[src/rtl/icache_refill_pkg.sv]
// Shared types and helpers for the icache refill line builder.
package icache_refill_pkg;

    typedef enum logic [1:0] {
        IDLE    = 2'd0,
        COLLECT = 2'd1,
        WRITE   = 2'd2
    } state_e;

    function automatic int beats_per_line(input int line_width, input int beat_width);
        return line_width / beat_width;
    endfunction

endpackage

[src/rtl/icache_refill_beat_buf.sv]
// Line assembly buffer: one register per beat slot plus a saturating slot counter.
module icache_refill_beat_buf #(
    parameter int BeatWidth    = 32,
    parameter int BeatsPerLine = 4
) (
    input  logic                              clk,
    input  logic                              rst,
    input  logic                              clear,
    input  logic                              write,
    input  logic [BeatWidth-1:0]              data,
    output logic [$clog2(BeatsPerLine)-1:0]   count,
    output logic [BeatsPerLine*BeatWidth-1:0] line
);

    localparam int CountWidth = $clog2(BeatsPerLine);
    localparam logic [CountWidth-1:0] LastSlot = CountWidth'(BeatsPerLine - 1);

    logic [BeatWidth-1:0] slots [BeatsPerLine];

    always_ff @(posedge clk or posedge rst) begin
        if (rst) begin
            count <= '0;
            for (int i = 0; i < BeatsPerLine; i++) slots[i] <= '0;
        end else if (clear) begin
            count <= '0;
            for (int i = 0; i < BeatsPerLine; i++) slots[i] <= '0;
        end else if (write) begin
            slots[count] <= data;
            // Saturate so a stray extra beat can never land back in slot 0.
            if (count != LastSlot) count <= count + 1'b1;
        end
    end

    for (genvar g = 0; g < BeatsPerLine; g++) begin : g_flatten
        assign line[g*BeatWidth +: BeatWidth] = slots[g];
    end

endmodule

[src/rtl/icache_refill_line_builder.sv]
// Collects refill beats into a full cache line and issues one full-line SRAM write,
// reporting completion or error per line to the refill controller.
module icache_refill_line_builder
    import icache_refill_pkg::*;
#(
    parameter int NumWords  = 256,
    parameter int LineWidth = 128,
    parameter int BeatWidth = 32
) (
    input  logic                          clk_i,
    input  logic                          rst_i,
    input  logic                          refill_req_valid_i,
    output logic                          refill_req_ready_o,
    input  logic [$clog2(NumWords)-1:0]   refill_req_addr_i,
    input  logic                          beat_valid_i,
    output logic                          beat_ready_o,
    input  logic [BeatWidth-1:0]          beat_data_i,
    input  logic                          beat_last_i,
    input  logic                          beat_err_i,
    output logic                          sram_req_o,
    input  logic                          sram_gnt_i,
    output logic                          sram_we_o,
    output logic [$clog2(NumWords)-1:0]   sram_addr_o,
    output logic [LineWidth-1:0]          sram_wdata_o,
    output logic [LineWidth/8-1:0]        sram_be_o,
    output logic                          done_valid_o,
    output logic                          done_err_o,
    output logic [$clog2(NumWords)-1:0]   done_addr_o
);

    localparam int AddrWidth    = $clog2(NumWords);
    localparam int BeatsPerLine = beats_per_line(LineWidth, BeatWidth);
    localparam int CountWidth   = $clog2(BeatsPerLine);
    localparam logic [CountWidth-1:0] FinalSlot = CountWidth'(BeatsPerLine - 1);

    if (LineWidth % BeatWidth != 0) begin : g_bad_ratio
        $error("LineWidth must be a whole multiple of BeatWidth");
    end
    if (BeatsPerLine < 2) begin : g_too_few_beats
        $error("a line must span at least two beats");
    end

    state_e                 state_q, state_d;
    logic [AddrWidth-1:0]   addr_q;
    logic                   err_q, err_d;
    logic                   done_valid_q, done_err_q;
    logic [AddrWidth-1:0]   done_addr_q;

    logic                   accept;
    logic                   exit_done, exit_err;
    logic                   buf_clear, buf_write;
    logic                   final_beat;
    logic [CountWidth-1:0]  count;
    logic [LineWidth-1:0]   line;

    icache_refill_beat_buf #(
        .BeatWidth   (BeatWidth),
        .BeatsPerLine(BeatsPerLine)
    ) u_beat_buf (
        .clk  (clk_i),
        .rst  (rst_i),
        .clear(buf_clear),
        .write(buf_write),
        .data (beat_data_i),
        .count(count),
        .line (line)
    );

    assign final_beat = (count == FinalSlot);

    always_comb begin
        state_d            = state_q;
        err_d              = err_q;
        accept             = 1'b0;
        exit_done          = 1'b0;
        exit_err           = 1'b0;
        buf_clear          = 1'b0;
        buf_write          = 1'b0;
        refill_req_ready_o = 1'b0;
        beat_ready_o       = 1'b0;
        sram_req_o         = 1'b0;
        case (state_q)
            IDLE: begin
                refill_req_ready_o = 1'b1;
                if (refill_req_valid_i) begin
                    accept    = 1'b1;
                    buf_clear = 1'b1;
                    err_d     = 1'b0;
                    state_d   = COLLECT;
                end
            end
            COLLECT: begin
                beat_ready_o = 1'b1;
                if (beat_valid_i) begin
                    buf_write = 1'b1;
                    // A line is good only if last arrives exactly on the final slot.
                    err_d = err_q | beat_err_i | (final_beat ^ beat_last_i);
                    if (beat_last_i || final_beat) begin
                        if (err_d) begin
                            exit_done = 1'b1;
                            exit_err  = 1'b1;
                            state_d   = IDLE;
                        end else begin
                            state_d = WRITE;
                        end
                    end
                end
            end
            WRITE: begin
                sram_req_o = 1'b1;
                if (sram_gnt_i) begin
                    exit_done = 1'b1;
                    state_d   = IDLE;
                end
            end
            default: state_d = IDLE;
        endcase
    end

    always_ff @(posedge clk_i or posedge rst_i) begin
        if (rst_i) begin
            state_q      <= IDLE;
            addr_q       <= '0;
            err_q        <= 1'b0;
            done_valid_q <= 1'b0;
            done_err_q   <= 1'b0;
            done_addr_q  <= '0;
        end else begin
            state_q      <= state_d;
            err_q        <= err_d;
            done_valid_q <= exit_done;
            done_err_q   <= exit_err;
            if (accept)    addr_q      <= refill_req_addr_i;
            if (exit_done) done_addr_q <= addr_q;
        end
    end

    assign sram_we_o    = sram_req_o;
    assign sram_addr_o  = addr_q;
    assign sram_wdata_o = line;
    assign sram_be_o    = {(LineWidth/8){sram_req_o}};
    assign done_valid_o = done_valid_q;
    assign done_err_o   = done_err_q;
    assign done_addr_o  = done_addr_q;

endmodule

[config.mk]
export PLATFORM = sky130hd
export DESIGN_NAME = icache_refill_line_builder
export DESIGN_NICKNAME = d
export VERILOG_FILES = /design/src/rtl/icache_refill_pkg.sv /design/src/rtl/icache_refill_beat_buf.sv /design/src/rtl/icache_refill_line_builder.sv
export SDC_FILE = /design/constraint.sdc
export NUM_CORES = 1
export LEC_CHECK = 0
export ABC_CLOCK_PERIOD_IN_PS = 5900
export CORE_MARGIN = 10
export CORE_UTILIZATION = 47
export CTS_CLUSTER_DIAMETER = 50
export DETAILED_ROUTE_END_ITERATION = 8
export PLACE_DENSITY_LB_ADDON = 0.12
export SKIP_CTS_REPAIR_TIMING = 1
export SKIP_LAST_GASP = 1
export SYNTH_ARGS = -nofsm -noshare
export SYNTH_HDL_FRONTEND = slang
export SYNTH_HIERARCHICAL = 1
export SYNTH_SLANG_ARGS = --single-unit
[constraint.sdc]
create_clock -name clk_i -period 5.9 [get_ports clk_i]
set_input_delay 1.475 -clock clk_i [delete_from_list [all_inputs] [get_ports clk_i]]
set_output_delay 1.475 -clock clk_i [all_outputs]
set_load 0.1 [all_outputs]
==> out/results.tsv <==
metric	value	unit
fmax	237.3	MHz
hold_class	reg2reg	
maxCapViolCount	0	
hold_viol_final	0	
postSynthAreaPerCell	12.67	µm²
hp-start	done_addr_o[3]	
crit_path_cell_trace	inv_1 -> ha_1 -> clkdlybuf4s50_1	
ys_types	30	
finalSetupTns	0	ns
firstDrtPassIters	4	
cpPeakStageDelay	1.25	ns
required	4.43	ns
grt_pass1_wl	29290	µm
ys.warnings.count	6	
ys_async_sr_fraction	1.000	
wl_per_cell	19.80	µm
layout-drive-gt1-share	0.07723	
drt-total-wl	18510	µm
layout.nets	794	
root_buffer	clkbuf_16	
critPathCaptureType	output port	
dr_total_vias	4693	
cts_max_level	4	
crit_buf_inv	2	
drt-initial-drc-count	250	
start_util	0.4803	
syn2layout_area_growth	37.89	%
crit_start	state_q[0]	
place_congestion	0.7678	
io_pins	213	
gr-usage-all-layers	0.1825	
hpwl	12840	µm
crit_fanout	20	
cts_tree	built	
worst_slew_pin_slew	1.207	ns
cts-buffers-inserted	17	
dieHeight	142.1	µm
cts.sinks	151	
slew_headroom	0.1956	
fin_crit_sh	0.7142	
skew	0.007952	ns
status	finished clean	
drt_drc_violations_left	0	
rsz0062_at_grt	no	
fin_area	9662	µm²
critPathTopFamily	buffers and inverters	
cp-start-kind	register	
yosysSeqAreaShare	0.5393	
finalCriticalPeriod	4.214	ns
portBuffers	212	
critPathKind	reg2out	
rows	44	
core-area	14590	µm²
synth-edff-count	0	
antenna_found_initial	0	
grt_max_degree	119	
ys_ff_latch	151	
critPathSlowestCell	clkdlybuf4s50_1	
synth_nets	609	
die_w	142.1	µm
setup_viol	0	
synth-main-ff-cell	dfrtp_1	
via_per_inst	5.019	
place_area	9026	µm²
cts_max_path_buffers	2	
reg2reg_from	state_q[0]	
diodes	0	
hold_ws	0.5116	ns
clock_latency	0.42	ns
ant_nets	0	
netlist_instances	553	
dieArea	20190	µm²
path_clk_slew	0.06	ns
syn_area	7007	µm²
arrival	2.74	ns
slew_violations	0	
grt_remaining_overflow	0	
grt_pass1_vias	5308	
layout by cell type (no fill, tap or decap), types with 2 or more instances in the layout:
cell type / netlist / final
and2_4: 2 / 2
and3_1: 2 / 2
buf_4: 24 / 3
bufinv_16: 0 / 4
clkbuf_1: 12 / 4
clkbuf_16: 0 / 17
clkbuf_8: 0 / 4
clkdlybuf4s50_1: 0 / 212
clkinv_2: 0 / 2
clkinvlp_4: 0 / 2
dfrtp_1: 151 / 151
ha_1: 9 / 9
inv_1: 10 / 8
mux2_2: 9 / 9
mux2_4: 8 / 8
mux2i_1: 128 / 128
nand2_1: 3 / 3
nand2_2: 2 / 2
nand2_4: 2 / 2
nand2b_1: 161 / 161
nor2b_1: 3 / 3
o21ai_0: 2 / 2
layout make-up:
type | count | area, µm²
fill | 1090 | 4927
timing repair buffer | 215 | 2145
inverter | 10 | 41.29
multi-input combinational | 343 | 2831
sequential | 151 | 3779
tap | 184 | 230.2
clock inverter | 7 | 140.1
clock buffer | 25 | 495.5
worst paths after layout:
| path | to | slack (ns) | cells after the start |
|---|---|---|---|
| worst max-delay path | sram_be_o[10] | 1.69 | 3 |
| worst min-delay path | done_addr_o[3] | 0.51 | 1 |
| worst max register to register | u_beat_buf/line[9] | 2.68 | 7 |
| worst min register to register | done_addr_o[3] | 0.51 | 1 |
| max in group asynchronous | u_beat_buf/line[19] | 3.29 | 3 |
| min in group asynchronous | sram_addr_o[0] | 1.62 | 2 |
Yosys cell counts (2+ instances only):
cell type,count,area share
nand2b_1,161,0.14
dfrtp_1,151,0.54
mux2i_1,128,0.18
buf_4,24,0.026
clkbuf_1,12,0.0064
buf_6,11,0.018
inv_1,10,0.0054
ha_1,9,0.016
mux2_2,9,0.014
mux2_4,8,0.017
nand2_1,3,0.0016
nor2b_1,3,0.0027
and2_4,2,0.0025
and3_1,2,0.0018
buf_2,2,0.0014
nand2_2,2,0.0018
nand2_4,2,0.0032
o21ai_0,2,0.0014
flip-flops by register name (all words and copies together) (netlist names):
signal	flops
u_beat_buf/line	128
u_beat_buf/count	2
err_q	1
done_valid_o	1
done_err_o	1
state_q	2
sram_addr_o	8
done_addr_o	8
cells by family (layout without fill, tap and decap cells):
group | count (synthesis) | count (layout) | share of synthesized area
DFF | 151 | 151 | 0.5393
and+or+nand+nor | 180 | 180 | 0.1630
buffers and inverters | 59 | 257 | 0.05661
AOI/OAI and AO/OA | 8 | 8 | 0.008930
muxes | 146 | 146 | 0.2161
adders and majority gates | 9 | 9 | 0.01607
worst register-to-register path, stage by stage, from the launching register on:
cell	delay, ns
dfrtp_1	0.37
inv_1	0.10
ha_1	0.26
nand2_1	0.32
clkinv_2	0.95
buf_4	0.68
nand2b_1	0.25
mux2i_1	0.20
per-stage QoR:
stage,cells,setup slack (ns),utilization
2_1_floorplan,553,0.9557,-
3_3_place_gp,903,1.664,0.6187
3_5_place_dp,903,1.440,0.6187
4_1_cts,935,1.642,0.6623
5_1_grt,935,1.506,0.6623
6_report,935,1.686,0.6623
routing by layer:
layer | part of all wire | up-vias | track usage | wire length, µm
met5 | 0 | - | 0 | 0
met4 | 0.015 | 0 | 0.06240 | 286
met3 | 0.094 | 20 | 0.07844 | 1749
met2 | 0.48 | 147 | 0.2954 | 8892
met1 | 0.41 | 2350 | 0.2124 | 7579
li1 | - | 2176 | - | -
Power is not shown: default switching activity piles up to over one toggle a cycle in this logic, so the estimate is an artifact.
